--- config.mk ---
export PLATFORM = sky130hd
export DESIGN_NAME = instruction_fetch
export DESIGN_NICKNAME = d
export VERILOG_FILES = /design/src/rtl/instruction_fetch.sv
export SDC_FILE = /design/constraint.sdc
export NUM_CORES = 1
export LEC_CHECK = 0
export BUFFER_PORTS_ARGS = -buffer_cell sky130_fd_sc_hd__clkbuf_2
export CAP_MARGIN = 10
export CORE_MARGIN = 3
export CORE_UTILIZATION = 45
export DETAILED_ROUTE_END_ITERATION = 10
export PLACE_DENSITY = 0.78
export SYNTH_ARGS = -nofsm -noshare
export SYNTH_HDL_FRONTEND = slang
export SYNTH_SLANG_ARGS = --single-unit
--- constraint.sdc ---
create_clock -name clock -period 2.44 [get_ports clock]
set_input_delay 0.244 -clock clock [delete_from_list [all_inputs] [get_ports clock]]
set_output_delay 0.244 -clock clock [all_outputs]
set_load 0.01 [all_outputs]
--- src/rtl/instruction_fetch.sv ---
// Single-outstanding-request instruction fetch unit: one request to imem at a time,
// one instruction held for decode, with redirect handling and discard of stale responses.
module instruction_fetch #(
  parameter logic [31:0] RESET_PC = 32'h0000_0000
) (
  input  logic        clock,
  input  logic        reset_n,
  output logic        imem_req,
  output logic [31:0] imem_addr,
  input  logic        imem_ack,
  input  logic [31:0] imem_rdata,
  input  logic        redirect,
  input  logic [31:0] redirect_pc,
  output logic        inst_valid,
  input  logic        inst_ready,
  output logic [31:0] inst_out,
  output logic [31:0] inst_pc
);

  localparam logic [31:0] RESET_PC_AL = {RESET_PC[31:2], 2'b00};

  typedef enum logic [1:0] {
    S_REQ  = 2'd0,
    S_HOLD = 2'd1,
    S_DROP = 2'd2
  } state_t;

  typedef struct packed {
    logic [31:0] word;
    logic [31:0] pc;
  } held_t;

  state_t      state, state_nxt;
  logic [31:0] pc, pc_nxt;
  logic [31:0] pc_target, pc_target_nxt;
  logic [31:0] redir_tgt;
  logic        capture;
  held_t       held;

  assign redir_tgt = {redirect_pc[31:2], 2'b00};

  always_comb begin
    state_nxt     = state;
    pc_nxt        = pc;
    pc_target_nxt = pc_target;
    capture       = 1'b0;
    case (state)
      S_REQ: begin
        if (imem_ack) begin
          if (redirect) begin
            pc_nxt = redir_tgt;
          end else begin
            capture   = 1'b1;
            pc_nxt    = pc + 32'd4;
            state_nxt = S_HOLD;
          end
        end else if (redirect) begin
          // Request stays on the bus with its old address; target waits for the ack.
          pc_target_nxt = redir_tgt;
          state_nxt     = S_DROP;
        end
      end
      S_DROP: begin
        if (imem_ack) begin
          pc_nxt    = redirect ? redir_tgt : pc_target;
          state_nxt = S_REQ;
        end else if (redirect) begin
          pc_target_nxt = redir_tgt;
        end
      end
      S_HOLD: begin
        if (redirect) begin
          pc_nxt    = redir_tgt;
          state_nxt = S_REQ;
        end else if (inst_ready) begin
          state_nxt = S_REQ;
        end
      end
      default: state_nxt = S_REQ;
    endcase
  end

  always_ff @(posedge clock or negedge reset_n) begin
    if (!reset_n) begin
      state     <= S_REQ;
      pc        <= RESET_PC_AL;
      pc_target <= RESET_PC_AL;
      held      <= '0;
    end else begin
      state     <= state_nxt;
      pc        <= pc_nxt;
      pc_target <= pc_target_nxt;
      if (capture) held <= '{word: imem_rdata, pc: pc};
    end
  end

  // Request is gated by reset so nothing leaks onto the bus while reset is held.
  assign imem_req   = reset_n & (state != S_HOLD);
  assign imem_addr  = pc;
  assign inst_valid = (state == S_HOLD);
  assign inst_out   = held.word;
  assign inst_pc    = held.pc;

endmodule
==> results of run 1 <==
==> path summary, 6_finish.rpt <==
path | startpoint | endpoint
worst max-delay path | state[0]$_DFFE_PN0P_ | imem_addr[23]$_DFFE_PN0P_
worst min-delay path | imem_rdata[9] | inst_out[9]$_DFFE_PN0P_
worst max register to register | state[0]$_DFFE_PN0P_ | imem_addr[23]$_DFFE_PN0P_
worst min register to register | inst_pc[8]$_DFFE_PN0P_ | inst_pc[8]$_DFFE_PN0P_
max in group asynchronous | reset_n | inst_out[19]$_DFFE_PN0P_
min in group asynchronous | reset_n | imem_addr[24]$_DFFE_PN0P_
==> cell families (layout without fill, tap and decap cells) <==
family          count (synthesis)  in the layout  share of synthesized area
simple gates                  136            136                     0.1108
fa+ha+maj                       5              5                   0.009876
xor+xnor                        3              3                   0.004148
compound gates                156            156                     0.1647
flops                         130            130                     0.5135
buf+inv                        49            238                    0.03259
mux                            93             93                     0.1643
==> layer usage <==
layer | vias up | track usage | wire, µm
met2 | 265 | 0.3775 | 8638
met4 | 0 | 0.09671 | 422
li1 | 2497 | - | -
met1 | 2715 | 0.2923 | 7586
met5 | - | 0 | 0
met3 | 31 | 0.06218 | 1328
==> metrics by stage <==
stage                     setup slack [ns]  instances  utilization  hold slack [ns]
after floorplan                     0.3059        572            -         -0.05159
after global placement              0.2475        904       0.5523           0.2095
after detailed placement            0.1915        904       0.5523           0.2086
after CTS                           0.1683        937       0.5972          0.04126
after global routing              0.009473        937       0.5972          0.04381
final                               0.1398        937       0.5972          0.05701
==> layout by cell type (no fill, tap or decap), drive strengths merged, types with 5 or more instances in the layout <==
| cell | Yosys | layout |
|---|---|---|
| and3 | 5 | 5 |
| a221oi | 5 | 5 |
| inv | 13 | 13 |
| nand4 | 6 | 6 |
| and2 | 6 | 6 |
| mux2i | 5 | 5 |
| a22oi | 12 | 12 |
| buf | 23 | 29 |
| a31oi | 9 | 9 |
| nor3 | 10 | 10 |
| a22o | 8 | 8 |
| o31a | 5 | 5 |
| mux2 | 88 | 88 |
| and4 | 5 | 5 |
| nor2b | 5 | 5 |
| nand2 | 44 | 44 |
| dfrtp | 130 | 130 |
| clkbuf | 13 | 184 |
| ha | 5 | 5 |
| a21oi | 29 | 29 |
| nor2 | 24 | 24 |
| a211oi | 7 | 7 |
| o21ai | 39 | 39 |
| clkinv | 0 | 6 |
| o22ai | 6 | 6 |
| nor4 | 5 | 5 |
| nand3 | 14 | 14 |
==> cell type report <==
| type | instances | area [µm²] | share of cell area |
|---|---|---|---|
| Clock inverter | 11 | 135.1 | 0.01675 |
| Multi-Input combinational cell | 393 | 2875 | 0.3565 |
| Inverter | 13 | 48.80 | 0.006050 |
| Timing Repair Buffer | 193 | 1072 | 0.1330 |
| Clock buffer | 21 | 460.4 | 0.05709 |
| Tap cell | 176 | 220.2 | 0.02730 |
| Sequential cell | 130 | 3253 | 0.4034 |
==> power by group <==
part / total, mW / internal, mW / switching (mW)
logic: 5.00 / 2.28 / 2.72
registers: 4.07 / 3.19 / 0.882
clock network: 2.53 / 1.65 / 0.889
==> state kept, by name, summed over array words and instances, names as in the netlist <==
signal and count:
imem_addr 32, state 2, inst_out 32, pc_target 32, inst_pc 32
==> impl_metrics.py, run 1 <==
metrics = {
    "clock_tree": {
        "cts_max_level": 4,
        "cts_made_buffers": 17,
        "path_clk_slew_ns": 0.06,
        "root_buffer": "clkbuf_16",
        "cts-resized-gates": 0,
        "cts_hold_buf": 1,
        "clock_sinks": 130,
        "clock_path_buffers": 2,
        "postCtsSetupRepairBufs": 0,
        "clkLatencyLatePin_ns": 0.42,
        "cts_tree": "built",
    },
    "die": {
        "die_height_um": 124.7,
        "ioPinCount": 167,
        "die_w_um": 124.7,
        "start_util": 0.4691,
        "design.core.area_mm2": 0.01351,
        "dieArea_mm2": 0.01554,
        "std_cell_rows": 42,
    },
    "timing": {
        "finalSetupTns_ns": 0,
        "rsz0062_at_grt": "no",
        "worstMarginPinSlew_ns": 0.5035,
        "max_slew_margin": 0.6631,
        "hold_viol": 0,
        "drv_slew": 0,
        "period_minus_slack_ns": 2.300,
        "fin_skew_ns": 0.007340,
        "max_freq_mhz": 434.7,
        "finalSetupViolCount": 0,
        "post-route-period-util": 0.9427,
    },
    "worst_setup_path": {
        "cp.arrival_ns": 2.61,
        "crit_type": "flop to flop",
        "path_cells": "inv_1 -> ha_1 -> inv_2 -> nor3_1 -> buf_4 -> a22oi_1 -> o41ai_1 -> a22o_1",
        "required_ns": 2.75,
        "start_kind": "flop",
        "reg2reg_depth": 8,
        "worstSetupEndpointType": "flop",
        "r2r_slack_ns": 0.14,
        "cpLargestDelayFamily": "compound AO/OA/AOI/OAI gates",
        "slowest_stage": "dfrtp_1",
        "critical-path-max-stage-delay_ns": 0.46,
        "worst-path-stages": 8,
        "path_buf_inv": 3,
        "cp_max_fo": 9,
    },
    "power_and_ir_drop": {
        "power_mw": 11.60,
        "vdd_ir_drop_max_mv": 0.6364,
        "powerDensity_mw_per_mm2": 1438,
        "p_leak_nw": 3.774,
    },
    "yosys": {
        "syn_avg_cell_area_um2": 11.07,
        "yosys_register_bits": 130,
        "yosysWarningCount": 0,
        "yosysTopAreaCellShare": 0.5135,
        "synthesis.area_mm2": 0.006335,
        "synth_edf_count": 0,
        "synth.top_cells.by_area": "dfrtp_1 51%, mux2_2 16%, o21ai_0 3.1%",
        "synthArstFlopShare": 1.000,
        "synth.most_common_cell": "dfrtp_1",
        "synthCells": 572,
        "ys_seq_area_frac": 0.5135,
        "synthFlopType": "dfrtp_1",
        "netlist_top_cells_count": "130 x dfrtp_1, 88 x mux2_2, 44 x nand2_1",
        "synth_cell_type_count": 59,
        "postSynthNetCount": 646,
        "yosysTopAreaCell": "dfrtp_1",
    },
    "detailed_routing": {
        "wl_per_cell_um": 19.19,
        "route.detailed.drc": 0,
        "first_iter_violations": 481,
        "first_pass_iters": 5,
        "routed_wl_mm": 17.98,
        "vias": 5508,
        "via_per_inst": 5.878,
        "ant_nets": 0,
    },
    "cells_and_area": {
        "diodes": 0,
        "postLayoutCellArea_mm2": 0.008065,
        "final_layout_size_suffix_gt1_frac": 0.4179,
        "nets": 822,
        "fill_cells": 1119,
        "area_delta_synth_final_pct": 27.32,
    },
    "job": {
        "maxCapViolations": 0,
    },
    "place": {
        "io_buffers": 164,
        "gp_congestion": 0.9041,
        "dp_hpwl_mm": 12.95,
        "placed_area_mm2": 0.007460,
    },
    "grt": {
        "grt_pass1_wl_mm": 28.55,
        "grt_antenna_before_repair": 0,
        "grt_usage": 0.2317,
        "grt_pass1_vias": 5389,
        "grt_max_degree": 85,
        "grt-ovfl-total": 0,
    },
    "worst_hold_path": {
        "hp-class": "input pin to flop",
        "min_path_cells": 2,
    },
    "outcome": {
        "status": "completed",
    },
}
(Power assumes the default switching activity.)
==> inputs of run 2 (changes only) <==
- CORE_UTILIZATION: 45 -> 53
- PLACE_DENSITY: 0.78 -> 0.82
- SETUP_SLACK_MARGIN: unset -> 0.1
==> run 2 against run 1 <==
Net effect:
- core utilization increased by 9.7 points
- clock-buffer cell count increased by 6
- worst setup slack improved by 0.12 ns
- die area decreased by 14%
- sequential cell count unchanged
- via count decreased by 0.45%
- sequential share of layout area increased by 0.25 points
- hold slack improved by 0.0038 ns
- maximum frequency increased by 5.3%
- critical path depth decreased by 1
- combinational power increased by 2%
==> impl_metrics.py, run 2 (synthesis gave the netlist of run 1 again) <==
metrics = {
    "detailed_routing": {
        "route.detailed.drc": 0,
        "vias": 5483,
        "ant_nets": 0,
        "wl_per_cell_um": 18.96,
        "first_iter_violations": 591,
        "routed_wl_mm": 17.06,
        "via_per_inst": 6.092,
        "first_pass_iters": 6,
    },
    "worst_setup_path": {
        "start_kind": "flop",
        "worstSetupEndpointType": "flop",
        "crit_type": "flop to flop",
        "cp.arrival_ns": 2.46,
        "cp_max_fo": 30,
        "reg2reg_depth": 7,
        "required_ns": 2.71,
    },
    "die": {
        "ioPinCount": 167,
        "std_cell_rows": 39,
        "design.core.area_mm2": 0.01156,
        "dieArea_mm2": 0.01330,
        "start_util": 0.5478,
        "die_w_um": 115.3,
        "die_height_um": 115.3,
    },
    "timing": {
        "rsz0062_at_grt": "no",
        "post-route-period-util": 0.8949,
        "max_freq_mhz": 458.0,
        "worstMarginPinSlew_ns": 0.4727,
        "hold_viol": 0,
        "drv_slew": 0,
        "finalSetupTns_ns": 0,
        "max_slew_margin": 0.6849,
        "fin_skew_ns": 0.006050,
        "finalSetupViolCount": 0,
        "holdWs_ns": 0.06086,
        "period_minus_slack_ns": 2.184,
    },
    "power_and_ir_drop": {
        "power_mw": 11.54,
        "p_leak_nw": 3.768,
        "powerDensity_mw_per_mm2": 1439,
        "vdd_ir_drop_max_mv": 0.7289,
    },
    "cells_and_area": {
        "postLayoutCellArea_mm2": 0.008023,
        "diodes": 0,
        "area_delta_synth_final_pct": 26.64,
        "nets": 819,
        "layout_common_cells": "163 x clkbuf_2, 128 x dfrtp_1, 88 x mux2_2, 44 x nand2_1, 39 x o21ai_0",
        "final_layout_size_suffix_gt1_frac": 0.4188,
        "final_common_cell": "clkbuf_2",
    },
    "clock_tree": {
        "root_buffer": "clkbuf_16",
        "clock_path_buffers": 2,
        "postCtsSetupRepairBufs": 0,
        "clock_sinks": 130,
        "clkLatencyLatePin_ns": 0.41,
        "path_clk_slew_ns": 0.05,
        "cts_made_buffers": 17,
        "cts_max_level": 4,
        "cts_tree": "built",
    },
    "grt": {
        "grt-ovfl-total": 0,
        "grt_usage": 0.2576,
        "grt_pass1_vias": 5371,
        "grt_antenna_before_repair": 0,
        "grt_max_degree": 87,
        "grt_pass1_wl_mm": 26.83,
    },
    "place": {
        "gp_congestion": 0.8715,
        "io_buffers": 164,
        "dp_hpwl_mm": 12.15,
        "placed_area_mm2": 0.007421,
    },
    "outcome": {
        "status": "completed",
    },
    "job": {
        "maxCapViolations": 0,
    },
    "worst_hold_path": {
        "hp-class": "input pin to flop",
        "min_path_cells": 2,
    },
}
run 2: cell count changes in the layout (fill, tap and decap cells not counted), moves of 2 or more:
cell	delta
dfrtp_1	-2
clkinv_2	-3
buf_12	+2
clkbuf_8	+5
bufinv_16	-2
clkinvlp_4	-2
dfrtp_2	+2
buf_4	-5
run 2: worst max-delay path, stage by stage (launching register included):
cell and delay, ns:
dfrtp_2 0.42, inv_1 0.08, ha_1 0.24, o21ba_2 0.26, or3_4 0.38, buf_4 0.25
o21ai_0 0.25, o21ai_0 0.15
run 2: per-stage QoR:
stage / util / setup slack [ns] / std cells
floorplan: - / 0.3059 / 572
global placement: 0.6417 / 0.3089 / 868
detailed placement: 0.6417 / 0.2052 / 868
CTS: 0.6925 / 0.1846 / 900
global route: 0.6937 / 0.1463 / 900
finish: 0.6937 / 0.2564 / 900
run 2: layer usage:
layer / share of wire / routed length, µm / track usage
met1: 0.41 / 7005 / 0.3245
met2: 0.49 / 8354 / 0.4313
met3: 0.074 / 1271 / 0.05895
met4: 0.025 / 431 / 0.1025
met5: 0 / 0 / 0
run 2: repair_timing:
item                       4_1_cts  5_1_grt
hold buffers                     1        0
hold endpoints to repair        44        0
gates resized for setup          0        4
setup endpoints to repair        0        9
run 2: area by class of cell:
class,count,area [µm²]
Inverter,13,48.80
Timing Repair Buffer,190,1075
Fill cell,864,3542
Clock inverter,4,45.04
Multi-Input combinational cell,393,2887
Clock buffer,27,533.0
Sequential cell,130,3256
Tap cell,143,178.9
run 2: power breakdown:
part / switching (mW) / total (mW) / internal [mW]
logic: 2.75 / 5.08 / 2.33
registers: 0.835 / 4.02 / 3.19
clock network: 0.857 / 2.44 / 1.58
run 2: worst paths after layout:
kind | slack [ns] | start | end
setup / recovery | 0.26 | state[0]$_DFFE_PN0P_ | imem_addr[14]$_DFFE_PN0P_
hold / removal | 0.06 | imem_rdata[13] | inst_out[13]$_DFFE_PN0P_
setup reg to reg | 0.26 | state[0]$_DFFE_PN0P_ | imem_addr[14]$_DFFE_PN0P_
hold reg to reg | 0.48 | inst_pc[11]$_DFFE_PN0P_ | inst_pc[11]$_DFFE_PN0P_
max in group asynchronous | 1.28 | reset_n | state[1]$_DFFE_PN0P_
min in group asynchronous | 0.34 | reset_n | imem_addr[19]$_DFFE_PN0P_
